$ cat config.mk
export PLATFORM = sky130hd
export DESIGN_NAME = arbitro_mux_memoria_flat
export DESIGN_NICKNAME = d
export VERILOG_FILES = /design/src/rtl/arbitro_mux_memoria_if.sv /design/src/rtl/arbitro_mux_memoria.sv /design/src/flat_wrapper.sv
export SDC_FILE = /design/constraint.sdc
export NUM_CORES = 1
export LEC_CHECK = 0
export ABC_AREA = 1
export CELL_PAD_IN_SITES_DETAIL_PLACEMENT = 1
export CELL_PAD_IN_SITES_GLOBAL_PLACEMENT = 1
export CORE_ASPECT_RATIO = 0.6
export CORE_MARGIN = 5
export CORE_UTILIZATION = 49
export CTS_BUF_LIST = sky130_fd_sc_hd__clkbuf_4
export CTS_CLUSTER_DIAMETER = 120
export DETAILED_ROUTE_END_ITERATION = 6
export PLACE_DENSITY_LB_ADDON = 0.1
export SLEW_MARGIN = 10
export SYNTH_ARGS = -nofsm -noshare
export SYNTH_HDL_FRONTEND = slang
export SYNTH_SLANG_ARGS = --single-unit
$ cat constraint.sdc
create_clock -name clk -period 4.5 [get_ports clk]
set_input_delay 0.9 -clock clk [delete_from_list [all_inputs] [get_ports clk]]
set_output_delay 0.9 -clock clk [all_outputs]
set_load 0.02 [all_outputs]
$ cat src/rtl/arbitro_mux_memoria_if.sv
// Bus between the two producers/downstream consumer and the round-robin buffered arbiter.
// The master side pushes words and applies pause; the slave side is the arbiter.
interface arbitro_mux_memoria_if #(
  parameter int unsigned DATA_WIDTH = 2
);
  logic                  push0;
  logic [DATA_WIDTH-1:0] data_in0;
  logic                  full0;
  logic                  empty0;
  logic                  push1;
  logic [DATA_WIDTH-1:0] data_in1;
  logic                  full1;
  logic                  empty1;
  logic                  pause;
  logic [DATA_WIDTH-1:0] data_out;
  logic                  valid_out;
  logic                  selector;
  logic                  overflow;

  modport master (
    output push0, data_in0, push1, data_in1, pause,
    input  full0, empty0, full1, empty1, data_out, valid_out, selector, overflow
  );

  modport slave (
    input  push0, data_in0, push1, data_in1, pause,
    output full0, empty0, full1, empty1, data_out, valid_out, selector, overflow
  );
endinterface

$ cat src/rtl/arbitro_mux_memoria.sv
// Two-lane FIFO-buffered arbiter: quantum-limited round-robin pops one word per cycle
// onto a registered output and reports the granted lane as the mux selector.
module arbitro_mux_memoria #(
  parameter int unsigned DATA_WIDTH = 2,
  parameter int unsigned FIFO_DEPTH = 4,
  parameter int unsigned QUANTUM    = 2
) (
  input  logic                  clk,
  input  logic                  reset_L,
  arbitro_mux_memoria_if.slave  bus
);
  localparam int unsigned PW = $clog2(FIFO_DEPTH);
  localparam int unsigned CW = PW + 1;
  localparam int unsigned RW = $clog2(QUANTUM + 1);

  logic [DATA_WIDTH-1:0] mem_q [2][FIFO_DEPTH];
  logic [PW-1:0]         wr_ptr_q [2];
  logic [PW-1:0]         wr_ptr_d [2];
  logic [PW-1:0]         rd_ptr_q [2];
  logic [PW-1:0]         rd_ptr_d [2];
  logic [CW-1:0]         cnt_q [2];
  logic [CW-1:0]         cnt_d [2];
  logic [DATA_WIDTH-1:0] data_out_q, data_out_d;
  logic                  valid_q, valid_d;
  logic                  sel_q, sel_d;
  logic                  ovf_q, ovf_d;
  logic [RW-1:0]         racha_q, racha_d;

  logic [DATA_WIDTH-1:0] din [2];
  logic [1:0]            push, full, empty, push_ok, pop;
  logic                  eligible, grant;

  assign push   = {bus.push1, bus.push0};
  assign din[0] = bus.data_in0;
  assign din[1] = bus.data_in1;

  // Lane status and grant decision, all from pre-edge state
  always_comb begin
    for (int i = 0; i < 2; i++) begin
      empty[i]   = (cnt_q[i] == CW'(0));
      full[i]    = (cnt_q[i] == CW'(FIFO_DEPTH));
      push_ok[i] = push[i] && !full[i];
    end
    eligible = !bus.pause && (!empty[0] || !empty[1]);
    grant    = sel_q;
    if (!empty[sel_q] && (empty[~sel_q] || (racha_q < RW'(QUANTUM)))) begin
      grant = sel_q;
    end else if (!empty[~sel_q]) begin
      grant = ~sel_q;
    end
  end

  always_comb begin
    data_out_d = data_out_q;
    valid_d    = 1'b0;
    sel_d      = sel_q;
    racha_d    = racha_q;
    ovf_d      = ovf_q | (|(push & full));
    for (int i = 0; i < 2; i++) begin
      pop[i]      = eligible && (grant == 1'(i));
      wr_ptr_d[i] = wr_ptr_q[i] + PW'(push_ok[i]);
      rd_ptr_d[i] = rd_ptr_q[i] + PW'(pop[i]);
      cnt_d[i]    = cnt_q[i] + CW'(push_ok[i]) - CW'(pop[i]);
    end
    if (eligible) begin
      data_out_d = mem_q[grant][rd_ptr_q[grant]];
      valid_d    = 1'b1;
      sel_d      = grant;
      if (grant == sel_q) begin
        racha_d = (racha_q == RW'(QUANTUM)) ? racha_q : racha_q + RW'(1);
      end else begin
        racha_d = RW'(1);
      end
    end
  end

  always_ff @(posedge clk or negedge reset_L) begin
    if (!reset_L) begin
      for (int i = 0; i < 2; i++) begin
        wr_ptr_q[i] <= '0;
        rd_ptr_q[i] <= '0;
        cnt_q[i]    <= '0;
      end
      data_out_q <= '0;
      valid_q    <= 1'b0;
      sel_q      <= 1'b0;
      ovf_q      <= 1'b0;
      racha_q    <= '0;
    end else begin
      for (int i = 0; i < 2; i++) begin
        wr_ptr_q[i] <= wr_ptr_d[i];
        rd_ptr_q[i] <= rd_ptr_d[i];
        cnt_q[i]    <= cnt_d[i];
      end
      data_out_q <= data_out_d;
      valid_q    <= valid_d;
      sel_q      <= sel_d;
      ovf_q      <= ovf_d;
      racha_q    <= racha_d;
    end
  end

  // Storage needs no reset: pointers and counts define what is live
  always_ff @(posedge clk) begin
    for (int i = 0; i < 2; i++) begin
      if (push_ok[i]) mem_q[i][wr_ptr_q[i]] <= din[i];
    end
  end

  assign bus.full0     = full[0];
  assign bus.empty0    = empty[0];
  assign bus.full1     = full[1];
  assign bus.empty1    = empty[1];
  assign bus.data_out  = data_out_q;
  assign bus.valid_out = valid_q;
  assign bus.selector  = sel_q;
  assign bus.overflow  = ovf_q;
endmodule

$ cat src/flat_wrapper.sv
// flat-port wrapper written by rule: the top's interface ports become plain ports
module arbitro_mux_memoria_flat 
#(
  parameter int unsigned DATA_WIDTH = 2,
  parameter int unsigned FIFO_DEPTH = 4,
  parameter int unsigned QUANTUM    = 2
)
  (clk, reset_L, bus_push0, bus_data_in0, bus_push1, bus_data_in1, bus_pause, bus_full0, bus_empty0, bus_full1, bus_empty1, bus_data_out, bus_valid_out, bus_selector, bus_overflow);
  arbitro_mux_memoria_if #(.DATA_WIDTH(DATA_WIDTH)) bus_i ();
  input  logic clk;
  input  logic reset_L;
  input wire logic [$bits(bus_i.push0)-1:0] bus_push0;
  input wire logic [$bits(bus_i.data_in0)-1:0] bus_data_in0;
  input wire logic [$bits(bus_i.push1)-1:0] bus_push1;
  input wire logic [$bits(bus_i.data_in1)-1:0] bus_data_in1;
  input wire logic [$bits(bus_i.pause)-1:0] bus_pause;
  output wire logic [$bits(bus_i.full0)-1:0] bus_full0;
  output wire logic [$bits(bus_i.empty0)-1:0] bus_empty0;
  output wire logic [$bits(bus_i.full1)-1:0] bus_full1;
  output wire logic [$bits(bus_i.empty1)-1:0] bus_empty1;
  output wire logic [$bits(bus_i.data_out)-1:0] bus_data_out;
  output wire logic [$bits(bus_i.valid_out)-1:0] bus_valid_out;
  output wire logic [$bits(bus_i.selector)-1:0] bus_selector;
  output wire logic [$bits(bus_i.overflow)-1:0] bus_overflow;
  assign bus_i.push0 = bus_push0;
  assign bus_i.data_in0 = bus_data_in0;
  assign bus_i.push1 = bus_push1;
  assign bus_i.data_in1 = bus_data_in1;
  assign bus_i.pause = bus_pause;
  assign bus_full0 = bus_i.full0;
  assign bus_empty0 = bus_i.empty0;
  assign bus_full1 = bus_i.full1;
  assign bus_empty1 = bus_i.empty1;
  assign bus_data_out = bus_i.data_out;
  assign bus_valid_out = bus_i.valid_out;
  assign bus_selector = bus_i.selector;
  assign bus_overflow = bus_i.overflow;
  arbitro_mux_memoria #(.DATA_WIDTH(DATA_WIDTH), .FIFO_DEPTH(FIFO_DEPTH), .QUANTUM(QUANTUM)) u_core (.clk(clk), .reset_L(reset_L), .bus(bus_i));
endmodule
; ---- Yosys cells after proc, flatten, opt, wreduce, memory -nomap -nowiden
; Memories as Yosys holds them, arrays and structs flattened.
; Cells that the tools add are included.
[totals]
reg_bits = 21
latch_bits = 0
mem_bits_rw = 16
rom_bits = 0
input_bits = 9
elab_cells = 86
n_memories = 1
[op_classes]
addsub = 9
multipliers = 0
n_div = 0
magnitude_cmp = 9
eq_ne = 5
n_shift = 0
mux = 23
bitwise_logic = 8
reduce_logical = 20
[mem_list]
columns = memory, words, word_bits, rd, rd_clocked_by_memory_dff, wr, line_no
row1 = u_core.mem_q, 2, 8, 1, 0, 2, arbitro_mux_memoria.sv:16  ; logic [DATA_WIDTH-1:0] mem_q [2][FIFO_DEPTH];
[op_table]
columns = op, n
row1 = $mux W2, 9
row2 = $mux W8, 2
row3 = $ge A3 B3 Y1 const B, 3
row4 = $mux W1, 9
row5 = $not A2 Y3, 3
row6 = $add A2 B1 Y2, 4
row7 = $demux W2 S2, 2
row8 = $logic_and A1 B1 Y1, 8
row9 = $add A3 B1 Y3, 2
row10 = $eq A3 B3 Y1 const B, 2
row11 = $logic_not A1 Y1, 6
row12 = $logic_not A3 Y1, 2
row13 = $lt A3 B1 Y1 const B, 2
row14 = $sub A3 B1 Y3, 2
row15 = $bmux W2 S2, 1
row16 = $lt A1 B2 Y1 const B, 2
row17 = $add A2 B1 Y2 const B, 1
row18 = $and A2 B2 Y2, 1
row19 = $eq A2 B2 Y1 const B, 1
row20 = $ge A2 B2 Y1 const B, 1
row21 = $logic_or A1 B1 Y1, 2
row22 = $lt A2 B2 Y1 const B, 1
row23 = $ne A2 B2 Y1 const B, 1
row24 = $not A1 Y1, 2
row25 = other kinds (5), 5

; ---- Longest topological paths before layout
[depth]
word_depth = 14
depth_mapped = 15
mapped_depth_nobuf = 14

; ---- Worst setup path before layout
; No wires, ideal clock.
[synth_timing]
kind = input port to flip-flop
startpoint = in bus_pause
endpoint = reg u_core.cnt_q[2] (netlist name)
setup_ns = 0.122
arrival_time_ns = 2.176
required_ns = 4.378
setup_slack_ns = 2.202
stages = 8
path_buffers = 0
path_cell_list = a21oi_4 inv_1 a21oi_1 ha_1 inv_1 ha_1 fa_1 xnor2_1
[synth_rtl]
columns = element, line_no
row1 = from (decl), flat_wrapper.sv:16  ; input wire logic [$bits(bus_i.pause)-1:0] bus_pause;
row2 = "to (signal, indexed assignment)", arbitro_mux_memoria.sv:93  ; cnt_q[i] <= cnt_d[i];
row3 = to (decl), arbitro_mux_memoria.sv:21  ; logic [CW-1:0] cnt_q [2];

; ---- Worst setup path in the final report
[layout_timing]
startpoint = reg u_core.cnt_q[4] (netlist name)
endpoint = out bus_full0
[layout_between]
elab_chain_len = 1
[layout_rtl]
columns = element, line_no
row1 = $eq A3 B3 Y1, arbitro_mux_memoria.sv:41  ; full[i] = (cnt_q[i] == CW'(FIFO_DEPTH));
row2 = to (decl), flat_wrapper.sv:17  ; output wire logic [$bits(bus_i.full0)-1:0] bus_full0;
; No other way between the ends.

==> qor_table.md <==
| Result | Value |
| --- | --- |
| Post-DR wirelength/cell | 15.0 um |
| Total grt overflow | 0 |
| Buf+Inv Stages, Crit Path | 1 |
| Routability Congestion | 0.743 |
| Share of layout cells above drive strength 1 | 10.6% |
| Critical path capture point type | output pin |
| Detailed placer's ending HPWL | 2920 um |
| TritonCTS clock tree | yes |
| Leakage power | 0.000969 uW |
| Number of routed nets with antenna violations | 0 |
| Data arrival time at the worst-slack endpoint | 1.81 ns |
| Detailed-routing iteration count for the pre-antenna-repair pass | 4 |
| Predominant post-synthesis flop cell | dfrtp_1 |
| Detailed-route via count | 1,226 |
| Largest clock skew in the final design | 0.0139 ns |
| Cell area power density | 744 nW/um2 |
| Number of diodes added for antenna fixing | 0 |
| Synthesized area per cell | 10.1 um2 |
| Chip Height | 56.9 um |
| Sw Share | 46.1% |
| Run status | finished clean |
| Synthesis Warnings | 0 |
| Width of the die | 88.1 um |
| Max Cap Violations | 0 |
| Finished Layout Cells | 246 |
| Boundary Pins | 18 |
| Number of placed instances, taps included | 238 |
| Total count of hold-check failures in the final report | 0 |
| Worst max-slew margin expressed relative to the limit | 32.3% |
| Max Transition Viols Final | 0 |
| Class of the most critical hold timing path | reg -> reg |
| GRT Resource Usage Total | 17.6% |
| Setup repair after global routing missed its margin | no |
| Wire length of the first global-routing pass | 6490 um |
| Post-synthesis cell count | 177 |
| Asr flop ratio synth | 56.8% |
| Worst Tran Pin Value | 1.01 ns |
| Final-report setup violation count | 0 |
| Post-Route Setup TNS | 0 ns |
| Critical Path Source Type | register |
| Switching component of the power | 703 uW |
| Skew-Pair Late Insertion Delay | 0.34 ns |
| Syn_nets | 195 |
| Via-per-instance ratio | 4.98 |
| CTS clock-pin slew for the worst setup and hold paths | 0.13 ns |
| Setup CP Type | reg -> out |
| Cell chain of the critical path | nor3_1 -> clkdlybuf4s50_1 |
| H-tree depth | 2 |
| Site Rows | 17 |
| Hold buffers post-CTS | 0 |
| Maximum count of clock buffers along a single path | 2 |
| Worst vdd ir | 0.306 mV |
| Number of design-rule violations left by the first detailed-router iteration | 49 |
| Critical path data required time | 3.60 ns |
| Initial Utilization | 49.9% |
| Total Die Area | 5010 um2 |
| Number of synthesized register bits | 37 |
| Initial antenna violation count | 0 |
| IO Port Bufs | 17 |
| Number of sinks handled by clock tree synthesis | 37 |
| Vias in the first global route | 1,328 |
| Slowest stage cell on the critical path | clkdlybuf4s50_1 |
| Share of synthesized area occupied by flip-flops and latches | 56.0% |
| Root Buffer | clkbuf_4 |
| Mapped cell area | 1800 um2 |
| Placeable core area | 3590 um2 |
| Cell-internal power | 822 uW |
| Cells resized by post-CTS repair | 0 |
| Setup repair bufs after CTS | 0 |
| Count of different cell masters after synthesis | 27 |
| Crit-path max cell delay | 0.68 ns |
| Flop pwr share | 36.9% |
| Clock group share of total power | 11.9% |
| Pin count of the biggest net entering global routing | 22 |
| Number of DRC violations after detailed routing | 0 |
| Final critical path time including I/O delays and setup | 2.71 ns |
| Final cycle utilization of the critical path | 60.3% |
| Max frequency | 369 MHz |
| Power share of the combinational group | 51.2% |
| Number of nets in the layout | 216 |
| WL final | 3700 um |
| Number of enable flip-flop cells after synthesis | 16 |
| Clock buffers created by TritonCTS | 5 |
| Gate family responsible for the most delay along the worst path | buffers and inverters |
| Worst-path maximum fanout | 3 |
| Layout area overhead | 14.2% |
-- layout by cell type (no fill, tap or decap), drive strengths merged --
cell,n
nand3,11
nand2,58
o31ai,1
o21ai,5
a221o,1
clkdlybuf4s50,17
clkinv,3
xnor2,2
a21oi,4
nor2,4
clkbuf,5
dfrtp,21
xor2,6
nand3b,1
inv,25
ha,7
edfxtp,16
nor3,10
fa,2
-- Yosys cell counts, types with 2 or more instances --
cell type,instances,area (um2)
o21ai_1,2,10.0
ha_1,7,87.6
xnor2_1,2,17.5
nand2_2,5,31.3
nand3_1,8,40.0
nor2_1,2,7.51
nand3_2,3,30.0
dfrtp_1,21,526
a21oi_1,3,15.0
xor2_1,6,52.6
o21ai_0,3,15.0
edfxtp_1,16,480
nor3_1,10,50.1
fa_1,2,40.0
inv_1,24,90.1
nand2_1,52,195
-- cell type report --
type | count | area [um2]
inverter | 25 | 93.8
multi-input combinational | 112 | 662
fill | 417 | 1540
sequential | 37 | 1010
clock buffer | 5 | 37.5
timing repair buffer | 17 | 170
tap | 47 | 58.8
clock inverter | 3 | 22.5
-- path summary, 6_finish.rpt --
path / start / to / slack [ns] / cells past startpoint
hold reg to reg: u_core.rd_ptr_q[1] / u_core.rd_ptr_q[1] / 0.48 / 1
setup reg to reg: u_core.cnt_q[4] / u_core.cnt_q[5] / 2.14 / 11
min in group asynchronous: reset_L / u_core.cnt_q[5] / 1.09 / 1
hold / removal: u_core.rd_ptr_q[1] / u_core.rd_ptr_q[1] / 0.48 / 1
max in group asynchronous: reset_L / u_core.bus.selector / 2.78 / 1
setup / recovery: u_core.cnt_q[4] / bus_full0 / 1.79 / 2
-- worst reg2reg max path: stages, from the launching register on --
cell and delay [ns]:
dfrtp_1 0.44, inv_2 0.09, nand3_2 0.10, nand2_1 0.08, nand3_2 0.26, nand2_4 0.30, nor2_4 0.07, nand2_1 0.11
nand2_1 0.07, ha_1 0.20, fa_1 0.38, xor2_1 0.17
-- flip-flops by register name, indices dropped and copies added, names as in the netlist --
name and count:
u_core.bus.data_out 2, u_core.bus.overflow 1, u_core.bus.selector 1, u_core.bus.valid_out 1, u_core.cnt_q 6, u_core.mem_q 16
u_core.racha_q 2, u_core.rd_ptr_q 4, u_core.wr_ptr_q 4
-- metal layers --
layer	routed length, um	track usage, %
met5	0	0
met4	28	5.17
met2	1620	24.7
met1	1910	25.7
met3	147	5.72
-- per-stage QoR --
stage | total power, uW | setup slack [ns] | hold slack [ns] | utilization [%] | instance area [um2]
after global placement | 1310 | 1.61 | 0.458 | 55.4 | 1990
after CTS | 1550 | 1.75 | 0.477 | 57.0 | 2050
final | 1530 | 1.79 | 0.483 | 57.0 | 2050
after floorplan | 1160 | 2.20 | 0.439 | - | 1800
after global routing | 1690 | 1.66 | 0.525 | 57.0 | 2050
after detailed placement | 1360 | 1.54 | 0.459 | 55.4 | 1990
-- cell families (layout without fill, tap and decap cells) --
| logic type | Yosys count | after routing | synth area share [%] |
|---|---|---|---|
| buf+inv | 28 | 50 | 7.11 |
| simple gates | 84 | 84 | 21.7 |
| fa+ha+maj | 9 | 9 | 7.11 |
| xor+xnor | 8 | 8 | 3.90 |
| flops | 37 | 37 | 56.0 |
| compound gates | 11 | 11 | 4.11 |
-- power by group through the flow --
stage               clock (uW)  sequential (uW)  combinational [uW]
floorplan                    0              566                 596
detailed placement           0              571                 791
global route               207              580                 900
global placement             0              564                 746
CTS                        189              564                 796
finish                     181              563                 781
Note: power is estimated with default switching activity, not from simulation.
==> RTL change 1: new RTL, config.mk and constraints unchanged <==
`DATA_WIDTH` is set to 2 in 3 places; all go to 4.
--- a/src/rtl/arbitro_mux_memoria_if.sv
+++ b/src/rtl/arbitro_mux_memoria_if.sv
@@ -2,5 +2,5 @@
 // The master side pushes words and applies pause; the slave side is the arbiter.
 interface arbitro_mux_memoria_if #(
-  parameter int unsigned DATA_WIDTH = 2
+  parameter int unsigned DATA_WIDTH = 4
 );
   logic                  push0;
--- a/src/rtl/arbitro_mux_memoria.sv
+++ b/src/rtl/arbitro_mux_memoria.sv
@@ -2,5 +2,5 @@
 // onto a registered output and reports the granted lane as the mux selector.
 module arbitro_mux_memoria #(
-  parameter int unsigned DATA_WIDTH = 2,
+  parameter int unsigned DATA_WIDTH = 4,
   parameter int unsigned FIFO_DEPTH = 4,
   parameter int unsigned QUANTUM    = 2
--- a/src/flat_wrapper.sv
+++ b/src/flat_wrapper.sv
@@ -2,5 +2,5 @@
 module arbitro_mux_memoria_flat 
 #(
-  parameter int unsigned DATA_WIDTH = 2,
+  parameter int unsigned DATA_WIDTH = 4,
   parameter int unsigned FIFO_DEPTH = 4,
   parameter int unsigned QUANTUM    = 2
Ports: changed (resized bus_data_in0, bus_data_in1 and bus_data_out); port bits go from 18 to 24. No check against the original RTL was run, so the function may have changed too.
==> RTL change 1 against the unedited design <==
Sequential cell count is 18 higher. Power is 43% higher. Critical path type is now register to register. Largest cell class unchanged. Non-clock buffer count is 6 higher. Design area is 41% higher. Routed wire length is 53% higher. Area after synthesis is 42% higher. Setup slack worse by 0.16 ns.
==> RTL change 1: results (changes against the unedited design) <==
- GRT Total Usage: 0.192 (+0.0160)
- CP endpoint: u_core.cnt_q[5]
- Static leakage power: 1.34 nW (+38%)
- Vias in the first global route: 1811 (+36%)
- Leading area contributor after synthesis: edfxtp_1
- Count of flip-flops with a built-in enable after synthesis: 32 (+16)
- Root Buffer: clkbuf_4
- Gpl congestion: 0.712 (-4.2%)
- Fill count: 568 (+36%)
- Area contributors post-synth: edfxtp_1 38%, dfrtp_1 23%, nand2_1 13%
- Dpl ws: 1.32 ns (-0.221 ns)
- Worst-path fanout max: 22 (+19)
- Post-synthesis xor/xnor area fraction: 0.0206 (-0.0184)
- F_max: 0.348 GHz (-5.6%)
- Crit path kind: register to register
- Post-synth top cells: 91 x nand2_1, 32 x edfxtp_1, 25 x inv_1
- Latest clock arrival within the worst-skew pair: 0.39 ns (+0.05 ns)
- Nets: 295 (+37%)
- Routed vias: 1702 (+39%)
- Synth async-reset ratio: 0.418 (-0.149)
- Synth cell types: 25 (-7.4%)
- Peak VDD IR: 0.313 mV (+2.2%)
- Post-synthesis adder-cell area fraction: 0.0599 (-0.0112)
- Dpl hpwl: 4400 um (+51%)
- Setup Skew: 0.0143 ns (+0.000404 ns)
- Clock-pin slew on the worst setup and hold paths: 0.16 ns (+0.03 ns)
- Max FFs per register: 32 (+16)
- Sw Share: 0.454 (-0.00739)
- Arrival time at the worst endpoint: 3.16 ns (+1.35 ns)
- Layout cells sized above 1: 0.0882 (-0.0173)
- Fraction of the mapped netlist area in compound gates: 0.0270 (-0.0141)
- R2r setup slk: 1.63 ns (-0.51 ns)
- WL/cell: 16.7 um (+11%)
- Status: finished, final reports clean
- Syn nets: 270 (+38%)
- Comb pwr: 1.12 mW (+43%)
- Initial DRC count: 87 (+78%)
- First-pass GRT wire length: 9380 um (+44%)
- Register area share after synthesis: 0.603 (+0.0429)
- P_seq: 0.796 mW (+41%)
- Largest net degree at the start of global routing: 24 (+9.1%)
- Worst Hold Class: primary input to async pin
RTL change 1: changes by cell type in the layout (fill, tap and decap cells not counted), sizes merged, moves of 5 or more:
cell,unedited run,this run
edfxtp,16,32
clkdlybuf4s50,17,22
nand2,58,99
nand3,11,19
RTL change 1: cell type report:
type | count | area share
multi-input cells | 159 | 0.298
clock buffers | 5 | 0.0130
flip-flops and latches | 55 | 0.533
well taps | 66 | 0.0286
inverters | 27 | 0.0351
clock inverters | 3 | 0.0134
repair buffers | 23 | 0.0781
diodes | 1 | 0.000867
RTL change 1: through the flow:
step                      hold slack (ns)  area [um^2]  instances
final                               0.468         2890        339
after global routing                0.490         2880        338
after CTS                           0.483         2890        338
after detailed placement            0.460         2810        330
after global placement              0.458         2810        330
after floorplan                     0.438         2550        246
RTL change 1: worst max-delay path, stage by stage, from the launching register on:
cell and delay, ns:
dfrtp_1 0.42, inv_1 0.13, nand3_2 0.13, nand2_1 0.09, nand3_2 0.37, nand2_4 0.42
nor2_1 0.15, ha_1 0.30, inv_1 0.04, ha_1 0.21, fa_1 0.38, xnor2_1 0.13
RTL change 1: how the worst min path moves through the flow:
| stage | to | slack, ns |
|---|---|---|
| after floorplan | u_core.rd_ptr_q[3] | 0.44 |
| after global placement | u_core.rd_ptr_q[1] | 0.46 |
| after detailed placement | u_core.rd_ptr_q[1] | 0.46 |
| after CTS | u_core.rd_ptr_q[1] | 0.48 |
| after global routing | u_core.wr_ptr_q[2] | 0.49 |
| final | u_core.rd_ptr_q[0] | 0.47 |
RTL change 1: routing by layer:
layer  vias to the layer above  share of wire  global-route usage
li1                        846              -                   -
met4                         0          0.012              0.0582
met3                         8          0.065              0.0453
met5                         -              0                   0
met1                       814           0.47               0.280
met2                        34           0.45               0.285
==> RTL change 2: new RTL, same flow settings <==
Made on the original files. Make the reset (`reset_L`) synchronous in one clocked block.
--- a/src/rtl/arbitro_mux_memoria.sv
+++ b/src/rtl/arbitro_mux_memoria.sv
@@ -75,5 +75,5 @@
   end
 
-  always_ff @(posedge clk or negedge reset_L) begin
+  always_ff @(posedge clk) begin
     if (!reset_L) begin
       for (int i = 0; i < 2; i++) begin
Behaviour: differs if reset_L is asserted again (counterexample within 4 cycles, from zero or initial values and one cycle with reset_L low); with reset_L held inactive, the same outputs for 10 cycles.
==> RTL change 2 against the unedited design <==
Area after synthesis grew 1.4%. Register-to-register slack lost 0.23 ns. Clock skew shrank 0.0088 ns. Clock power shrank 2%. First-iteration DRC count grew 2.0%. Via count grew 15%. Combinational power is essentially flat. Power shrank 5.5%. Routed wire length grew 14%. Design area grew 0.85%. Global-route usage grew 1.5 points. Sequential power shrank 14%. Sequential cell count is the same. Setup slack gained 0.040 ns. Critical endpoint is now u_core.cnt_q[0][2]. Largest power group unchanged.
==> RTL change 2: results (changes against the unedited design) <==
- CP top delay family: adder cells
- Port buffer count: 17 (unchanged)
- Latest clock arrival within the worst-skew pair: 0.33 ns
- CTS Buffer Depth: 2 (unchanged)
- GRT Total Usage: 0.191 (+0.0153)
- Area after DPL: 0.00201 mm^2 (+1.1%)
- Peak VDD IR: 0.322 mV (+5.2%)
- Synth Flop Type: dfxtp_1
- Worst Hold Class: register to register
- Initial antenna violation count: 0 (unchanged)
- Antenna Nets Post-Route: 0 (unchanged)
- Post-CTS Setup Bufs: 0 (unchanged)
- First-pass GRT wire length: 7270 um (+12%)
- Status: finished, final reports clean
- Sw Share: 0.454 (-0.00711)
- Ys Warns: 0 (unchanged)
- Met3 Wirelength: 220 um (+50%)
- Vias in the first global route: 1505 (+13%)
- Largest net degree at the start of global routing: 15 (-32%)
- Synth cell types: 29 (+7.4%)
- Root Buffer: clkbuf_4
- Clock-pin slew on the worst setup and hold paths: 0.10 ns (-0.03 ns)
- Max FFs per register: 16 (unchanged)
- Syn nets: 228 (+17%)
- ANT cells: 0 (unchanged)
- Routed vias: 1406 (+15%)
- Arrival time at the worst endpoint: 2.93 ns (+1.12 ns)
- CP max stage delay: 0.44 ns (-0.24 ns)
- Worst path slowest cell: clkdlybuf4s50_1
- First-pass iteration count of the detailed router: 4 (unchanged)
- Top sig layer: met4
- Post-synth top cells: 55 x nand2_1, 30 x inv_1, 21 x dfxtp_1
- Register area share after synthesis: 0.495 (-0.0654)
- Worst-Margin Slew: 0.621 ns (-0.392 ns)
- Layout cells sized above 1: 0.113 (+0.00752)
- Static leakage power: 0.942 nW (-2.8%)
- Nets: 247 (+14%)
- Initial DRC count: 50 (+2.0%)
- Area contributors post-synth: edfxtp_1 26%, dfxtp_1 23%, nand2_1 11%
- Gpl congestion: 0.804 (+8.3%)
- Worst-path fanout max: 6 (+3)
- Met2 routed WL: 2000 um (+24%)
- Synth async-reset ratio: 0 (-0.568)
- # H-tree levels: 2 (unchanged)
- Count of flip-flops with a built-in enable after synthesis: 16 (unchanged)
- Post-cts gate resize count: 0 (unchanged)
- WL met1: 1960 um (+2.4%)
- Dpl hpwl: 3440 um (+18%)
- WL/cell: 15.2 um (+0.95%)
- Setup Skew: 0.00510 ns (-0.00880 ns)
- CTS buffer count: 5 (unchanged)
==> RTL change 2: power groups by stage <==
stage          Sequential [mW]  Combinational, mW  Clock (mW)
2_1_floorplan            0.497              0.571           0
3_3_place_gp             0.486              0.725           0
3_5_place_dp             0.494              0.781           0
4_1_cts                  0.486              0.787       0.183
5_1_grt                  0.495              0.885       0.200
6_report                 0.485              0.779       0.177
==> RTL change 2: worst min-delay path, cell delays in order, from the launching register on <==
cell	delay, ns
dfxtp_1	0.35
o21ai_0	0.09
inv_1	0.05
==> RTL change 2: cell families after synthesis <==
| kind of cell | Yosys count | synth area share |
|---|---|---|
| adders and majority gates | 9 | 0.0701 |
| and+or+nand+nor | 107 | 0.274 |
| DFF | 37 | 0.495 |
| AOI/OAI and AO/OA | 13 | 0.0488 |
| buffers and inverters | 40 | 0.0928 |
| xor gates and xnor gates | 4 | 0.0192 |
==> RTL change 2: path summary, 6_finish.rpt <==
path,slack [ns],start,endpoint,cells past startpoint
setup / recovery,1.83,bus_pause,u_core.cnt_q[0][2],10
setup reg to reg,1.91,u_core.cnt_q[0][3],u_core.cnt_q[0][2],11
hold reg to reg,0.50,u_core.bus.overflow,u_core.bus.overflow,2
hold / removal,0.50,u_core.bus.overflow,u_core.bus.overflow,2
==> RTL change 2: layout make-up <==
class / instances / area, um^2
Fill cell: 437 / 1550
Sequential cell: 37 / 901
Multi-Input combinational cell: 133 / 751
Timing Repair Buffer: 17 / 170
Inverter: 35 / 131
Tap cell: 47 / 58.8
Clock buffer: 7 / 52.6
Clock inverter: 1 / 3.75
==> RTL change 2: metal layers <==
| metal | vias up | global-route usage |
|---|---|---|
| met5 | - | 0 |
| met2 | 32 | 0.314 |
| met1 | 665 | 0.256 |
| met4 | 0 | 0.0388 |
| met3 | 5 | 0.0476 |
| li1 | 704 | - |
==> RTL change 2: through the flow <==
stage,util,setup WS (ns),std cells
global route,0.572,1.60,277
finish,0.572,1.83,277
global placement,0.556,1.58,269
detailed placement,0.556,1.46,269
floorplan,-,2.13,210
CTS,0.572,1.82,277
